### src/rtl/veri_yolu_yanitlayici.sv
// -----------------------------------------------------------------------------
// veri_yolu_yanitlayici
// Bus-side responder for L1 cache block traffic. It accepts one block read or
// block write from the L1 controller at a time. It then splits the block into
// BELLEK_VERI_BIT-wide beats on the main-memory port. Read beats are assembled
// into a full L1 block and returned on the vy data channel. Write blocks are
// drained beat by beat, and a write produces no vy response.
//
// Handshake rule, identical on every channel: a transfer happens on a rising
// clk edge where gecerli and hazir are both high. A source that raises gecerli
// keeps it and its payload unchanged until that edge.
//
// Ports
//   clk_i, rstn_i            clock, asynchronous active-low reset
//   vy_istek_*               block request from L1 (adres, gecerli, hazir,
//                            yaz, veri)
//   vy_veri_*                read block back to L1 (veri, gecerli, hazir)
//   bellek_istek_*           beat request to memory (adres, gecerli, hazir,
//                            yaz, veri)
//   bellek_veri_*            read beat from memory (veri, gecerli, hazir)
//   durum_o                  current FSM state, for observation only
// -----------------------------------------------------------------------------
module veri_yolu_yanitlayici #(
    parameter int ADRES_BIT       = 32,
    parameter int L1_BLOK_BIT     = 128,
    parameter int BELLEK_VERI_BIT = 32
) (
    input  logic                       clk_i,
    input  logic                       rstn_i,
    input  logic [ADRES_BIT-1:0]       vy_istek_adres_i,
    input  logic                       vy_istek_gecerli_i,
    output logic                       vy_istek_hazir_o,
    input  logic                       vy_istek_yaz_i,
    input  logic [L1_BLOK_BIT-1:0]     vy_istek_veri_i,
    output logic [L1_BLOK_BIT-1:0]     vy_veri_o,
    output logic                       vy_veri_gecerli_o,
    input  logic                       vy_veri_hazir_i,
    output logic [ADRES_BIT-1:0]       bellek_istek_adres_o,
    output logic                       bellek_istek_gecerli_o,
    input  logic                       bellek_istek_hazir_i,
    output logic                       bellek_istek_yaz_o,
    output logic [BELLEK_VERI_BIT-1:0] bellek_istek_veri_o,
    input  logic [BELLEK_VERI_BIT-1:0] bellek_veri_i,
    input  logic                       bellek_veri_gecerli_i,
    output logic                       bellek_veri_hazir_o,
    output logic [2:0]                 durum_o
);

    localparam int N     = L1_BLOK_BIT / BELLEK_VERI_BIT;
    localparam int K_BIT = $clog2(N);
    localparam int KAYMA = $clog2(BELLEK_VERI_BIT / 8);
    localparam logic [ADRES_BIT-1:0] BLOK_MASKE = ADRES_BIT'(L1_BLOK_BIT / 8 - 1);
    localparam logic [K_BIT-1:0]     SON_K      = K_BIT'(N - 1);

    typedef enum logic [2:0] {
        BOSTA     = 3'd0,
        OKU_ISTEK = 3'd1,
        OKU_BEKLE = 3'd2,
        YAZ_ISTEK = 3'd3,
        YANIT     = 3'd4
    } durum_t;

    durum_t                   durum_q, durum_d;
    logic [K_BIT-1:0]         k_q, k_d;
    logic [ADRES_BIT-1:0]     taban_q, taban_d;
    logic [L1_BLOK_BIT-1:0]   yaz_blok_q, yaz_blok_d;

    // Next values of the registered outputs.
    logic                       vy_istek_hazir_d;
    logic [L1_BLOK_BIT-1:0]     vy_veri_d;
    logic                       vy_veri_gecerli_d;
    logic [ADRES_BIT-1:0]       bellek_istek_adres_d;
    logic                       bellek_istek_gecerli_d;
    logic                       bellek_istek_yaz_d;
    logic [BELLEK_VERI_BIT-1:0] bellek_istek_veri_d;
    logic                       bellek_veri_hazir_d;

    // Handshakes are formed from the registered valid/ready we drive.
    logic istek_hs, bellek_hs, okuma_hs, yanit_hs;
    assign istek_hs  = vy_istek_gecerli_i & vy_istek_hazir_o;
    assign bellek_hs = bellek_istek_gecerli_o & bellek_istek_hazir_i;
    assign okuma_hs  = bellek_veri_gecerli_i & bellek_veri_hazir_o;
    assign yanit_hs  = vy_veri_gecerli_o & vy_veri_hazir_i;

    assign durum_o = durum_q;

    // State register and all output/datapath registers.
    always_ff @(posedge clk_i or negedge rstn_i) begin
        if (!rstn_i) begin
            durum_q                <= BOSTA;
            k_q                    <= '0;
            taban_q                <= '0;
            yaz_blok_q             <= '0;
            vy_istek_hazir_o       <= 1'b0;
            vy_veri_o              <= '0;
            vy_veri_gecerli_o      <= 1'b0;
            bellek_istek_adres_o   <= '0;
            bellek_istek_gecerli_o <= 1'b0;
            bellek_istek_yaz_o     <= 1'b0;
            bellek_istek_veri_o    <= '0;
            bellek_veri_hazir_o    <= 1'b0;
        end else begin
            durum_q                <= durum_d;
            k_q                    <= k_d;
            taban_q                <= taban_d;
            yaz_blok_q             <= yaz_blok_d;
            vy_istek_hazir_o       <= vy_istek_hazir_d;
            vy_veri_o              <= vy_veri_d;
            vy_veri_gecerli_o      <= vy_veri_gecerli_d;
            bellek_istek_adres_o   <= bellek_istek_adres_d;
            bellek_istek_gecerli_o <= bellek_istek_gecerli_d;
            bellek_istek_yaz_o     <= bellek_istek_yaz_d;
            bellek_istek_veri_o    <= bellek_istek_veri_d;
            bellek_veri_hazir_o    <= bellek_veri_hazir_d;
        end
    end

    // Next state, beat counter and latched request.
    always_comb begin
        durum_d    = durum_q;
        k_d        = k_q;
        taban_d    = taban_q;
        yaz_blok_d = yaz_blok_q;
        unique case (durum_q)
            BOSTA: begin
                if (istek_hs) begin
                    taban_d    = vy_istek_adres_i & ~BLOK_MASKE;
                    yaz_blok_d = vy_istek_veri_i;
                    k_d        = '0;
                    durum_d    = vy_istek_yaz_i ? YAZ_ISTEK : OKU_ISTEK;
                end
            end
            OKU_ISTEK: begin
                if (bellek_hs) durum_d = OKU_BEKLE;
            end
            OKU_BEKLE: begin
                if (okuma_hs) begin
                    // Counter wraps to 0 after the last beat, so it is clean
                    // for the next request.
                    k_d     = k_q + K_BIT'(1);
                    durum_d = (k_q == SON_K) ? YANIT : OKU_ISTEK;
                end
            end
            YAZ_ISTEK: begin
                if (bellek_hs) begin
                    k_d = k_q + K_BIT'(1);
                    if (k_q == SON_K) durum_d = BOSTA;
                end
            end
            YANIT: begin
                if (yanit_hs) durum_d = BOSTA;
            end
            default: durum_d = BOSTA;
        endcase
    end

    // Outputs are decoded from the next state so that they leave the flops
    // in step with the state register.
    always_comb begin
        vy_istek_hazir_d       = (durum_d == BOSTA);
        vy_veri_gecerli_d      = (durum_d == YANIT);
        bellek_istek_gecerli_d = (durum_d == OKU_ISTEK) || (durum_d == YAZ_ISTEK);
        bellek_istek_yaz_d     = (durum_d == YAZ_ISTEK);
        bellek_veri_hazir_d    = (durum_d == OKU_BEKLE);
        bellek_istek_adres_d   = taban_d + (ADRES_BIT'(k_d) << KAYMA);
        bellek_istek_veri_d    = '0;
        if (bellek_istek_yaz_d)
            bellek_istek_veri_d = yaz_blok_d[k_d*BELLEK_VERI_BIT +: BELLEK_VERI_BIT];
        // The read block is built in place. Beat k lands in bits [k*W +: W],
        // and the assembled block stays untouched while it waits in YANIT.
        vy_veri_d = vy_veri_o;
        if (okuma_hs)
            vy_veri_d[k_q*BELLEK_VERI_BIT +: BELLEK_VERI_BIT] = bellek_veri_i;
    end

endmodule

### config.mk
export PLATFORM = sky130hd
export DESIGN_NAME = veri_yolu_yanitlayici
export DESIGN_NICKNAME = d
export VERILOG_FILES = /design/src/rtl/veri_yolu_yanitlayici.sv
export SDC_FILE = /design/constraint.sdc
export NUM_CORES = 1
export LEC_CHECK = 0
export CAP_MARGIN = 20
export CORE_ASPECT_RATIO = 1.25
export CORE_MARGIN = 4
export CORE_UTILIZATION = 50
export CTS_BUF_LIST = sky130_fd_sc_hd__clkbuf_2 sky130_fd_sc_hd__clkbuf_4 sky130_fd_sc_hd__clkbuf_8
export DETAILED_ROUTE_END_ITERATION = 8
export PLACE_DENSITY = 0.83
export SETUP_SLACK_MARGIN = 0.4
export SLEW_MARGIN = 40
export SYNTH_ARGS = -nofsm -noshare
export SYNTH_HDL_FRONTEND = slang
export SYNTH_SLANG_ARGS = --single-unit
### constraint.sdc
create_clock -name clk_i -period 3.2 [get_ports clk_i]
set_input_delay 0.48 -clock clk_i [delete_from_list [all_inputs] [get_ports clk_i]]
set_output_delay 0.48 -clock clk_i [all_outputs]
set_load 0.05 [all_outputs]
==> metrics list <==
* Result of the run: complete, no violations
- Crit path capture type: flop
- Most common flop cell mapped by yosys: dfrtp_1
* Die height: 198 um
- For this run, design rule violations remaining after detail routing come to 0.
* Area of the core: 28,400 um^2
- Final Power: 21.4 mW
- Headroom to the max-slew limit came out at 55.8%.
* Category of the critical setup timing path: flop to flop
- After detailed routing, the average wire length per cell comes to 21.5 um.
- The final layout contains 1,689 nets.
- The area growth from synthesis to layout is 39.9%.
- In the routed layout, each cell is associated on average with a via count of 5.64.
- Width of the die: 160 um
- Filler cell count: 1,878
- Boundary pin count: 399
- Across the run, the number of max-cap violations was 0.
* Slew at the pin closest to its max-slew limit: 0.660 ns
- Data on the critical path arrives at its endpoint at 3.08 ns.
- Based on the critical path, the design can be clocked at up to 383 MHz.
* Setup repair after global routing missed its margin: false
- Of all flip-flops after synthesis, the portion carrying an async set or reset was 100%.
* Detailed placer's ending HPWL: 28,400 um
- Routability-driven placement finished with a final weighted congestion of 0.866.
- For this configuration, the core starts out at a cell density of 50.7%.
- Setup total negative slack on the finished layout was measured at 0 ns.
* Initial drt markers: 677
- Worst-path fanout max: 6
- GRT busiest layer: met2
- The later pin in the worst-skew pair is clocked with a latency of 0.59 ns.
* Total iterations of the first detailed-routing run: 5
- In this run the worst hold path is classified as input pin to flop.
- In the global route stage, met1 resource usage came out at 29.6%.
* CTS tree: built
- The die covers 31,600 um^2.
- The count of nets left with antenna violations once routing finished came out at 0.
- In the global route stage, met3 resource usage came out at 7.85%.
- Clock Root Buffer: clkbuf_8
- The initial antenna violation count is 1.
- Summing over every cut layer, the via total after detailed routing is 10,585.
* Register-to-Register Setup Slack: 0.59 ns
- Data required time of the critical path: 3.67 ns
- TritonCTS buffer count: 53
- The worst register-to-register path begins at durum_o[0].
- Part of the Yosys area used for sequential elements: 62.2%
- Grt total ovfl: 0
* Post-synthesis area per instance: 13.8 um^2
- Counting flops with a built-in enable in the synthesized netlist gives 0.
* Number of distinct standard cells referenced by the synthesized netlist: 53
* Number of port buffers: 392
- CTS H-tree lvls: 2
- LEAKAGE: 9.03 nW
- The routed design has 40,400 um of wire.
- Clock period minus worst slack: 2.61 ns
- Clock Skews: 0.0235 ns
- Global routing consumed, on the met2 layer, 42.7% of the routing resources.
- Final Hold Vio Count: 0
- The clock passes through at most 3 buffers.
- Num Clock Sinks: 358
- Total routing resource utilization after global routing: 25.2%
- Count of warnings emitted by yosys: 0
- Entering global routing, the biggest net connects 80 pins.
- Hold Crit Start: vy_istek_adres_i[31]
- Fraction of final layout cells sized beyond drive strength 1: 20.2%
- Wire length of the first global-routing pass: 63,400 um
- Yosys reg bits: 358
- Number of global-route vias before repair: 11,296
* Share of the clock period used by the worst path: 81.5%
* Slew Viols, Final: 0
- After floorplanning, the core was divided into 69 placement rows.
* Crit path launch: durum_o[0]
- STA classifies the critical path startpoint as a flop.
- VDD sags by at most 0.000515 V.
- Setup violations remaining at the end of the flow were counted as 0.
- Cell area power density: 1060 nW/um^2
* Cell area after synthesis: 14,400 um^2
- Clock-pin slew was measured on the worst setup and hold paths at 0.06 ns.
* Post-synthesis cell count: 1,048
## synth_stat cells, drive strengths merged (3+ instances only)
cell type	n	area, um^2
a21oi	5	25.0
a22o	128	1120
and2	3	18.8
and3	16	100
buf	41	236
clkbuf	25	93.8
dfrtp	358	8960
ha	8	100
inv	8	30.0
mux2	135	1520
mux2i	73	731
nand2	79	297
nand3	26	130
nand4	9	56.3
nor2	12	52.6
nor3	3	15.0
nor4	8	50.1
nor4b	3	32.5
o211ai	3	27.5
o21ai	13	65.1
o22ai	33	213
or3	3	18.8
xnor2	18	158
xor2	11	96.3
## cell usage in the layout (no fill, tap or decap), drive strengths merged, types with 2 or more instances in the layout
master           n
nand4            9
nand2           79
clkinvlp         2
nand3           26
a22oi            2
o2111ai          2
mux2i           73
o22ai           33
nor4             8
a22o           128
a211o            2
a21oi            5
o21ai           13
nor3             3
xor2            11
xnor2           18
inv              8
nor4b            3
a21o             2
ha               8
o211ai           3
nor2            12
buf             50
nand2b           2
dfrtp          358
or3              3
mux2           135
and4             2
clkbuf          87
and3            16
clkinv           5
and2             3
conb             2
clkdlybuf4s50  391
## cell type report
type                       instances  area (um^2)  share of cell area, %
clock inverter                     8         70.1                  0.348
antenna                            1         2.50                 0.0124
multi-input combinational        617         5160                   25.6
sequential                       358         8970                   44.5
inverter                           8         30.0                  0.149
clock buffer                      86         1030                   5.13
tap                              355          444                   2.20
timing repair buffer             443         4450                   22.1
## critical path, stage by stage, from the launching register on
cell,delay (ns)
dfrtp_2,0.44
and3_1,0.19
o211ai_2,0.21
mux2_2,0.37
inv_2,0.07
ha_2,0.21
a21o_1,0.17
nand2b_1,0.11
o32ai_4,0.38
nand4_1,0.18
xnor2_1,0.16
## stage by stage
stage               instances  cell area, um^2  hold WS [ns]  utilization [%]  setup slack, ns
floorplan                1049            14500         0.184                -            0.398
global placement         1771            19000         0.478             66.8           0.0741
detailed placement       1771            19000         0.476             66.8           0.0146
CTS                      1866            20100         0.443             70.7            0.412
global route             1876            20200         0.490             71.0            0.397
finish                   1876            20200         0.480             71.0            0.592
## sequential cells by signal, summed over array words and instances (netlist names)
signal / flops
bellek_istek_adres_o: 30
vy_veri_gecerli_o: 1
vy_istek_hazir_o: 1
yaz_blok_q: 128
taban_q: 30
k_q: 2
durum_o: 3
bellek_istek_yaz_o: 1
bellek_istek_veri_o: 32
bellek_istek_gecerli_o: 1
bellek_veri_hazir_o: 1
vy_veri_o: 128
## metal layers
layer	part of all wire, %	wire length [um]
met1	37	15000
met2	49	19900
met3	8.8	3540
met4	4.7	1910
met5	0	0
## path summary, 6_finish.rpt
kind                                            endpoint  cells past startpoint
worst min-delay path                         taban_q[31]                      3
worst min register to register                taban_q[2]                      1
worst max register to register  bellek_istek_adres_o[27]                     10
max in group asynchronous                 yaz_blok_q[87]                      3
worst max-delay path            bellek_istek_adres_o[27]                     10
min in group asynchronous                yaz_blok_q[104]                      2
## cell families after synthesis
kind of cell             after synthesis  synth area share (%)
other                                  1                0.0260
multiplexers                         208                  15.6
AO/OA/AOI/OAI                        198                  11.1
XOR/XNOR                              29                  1.76
flip-flops                           358                  62.2
buffers and inverters                 74                  2.50
adder cells (fa/ha/maj)                9                 0.834
AND/OR/NAND/NOR                      171                  5.99
## what timing repair did
item / CTS / global route
endpoints found under the hold margin: 72 / 0
setup endpoints to repair: 0 / 10
setup buffers: 0 / 9
hold buffers: 1 / 0
resized for setup: 0 / 3
## report_power, final
part / internal, mW / leakage [nW] / switching [mW]
registers: 6.45 / 4.64 / 0.888
clock network: 2.11 / 0.590 / 1.69
logic: 4.08 / 3.79 / 6.19
Note: power is estimated with default switching activity, not from simulation.
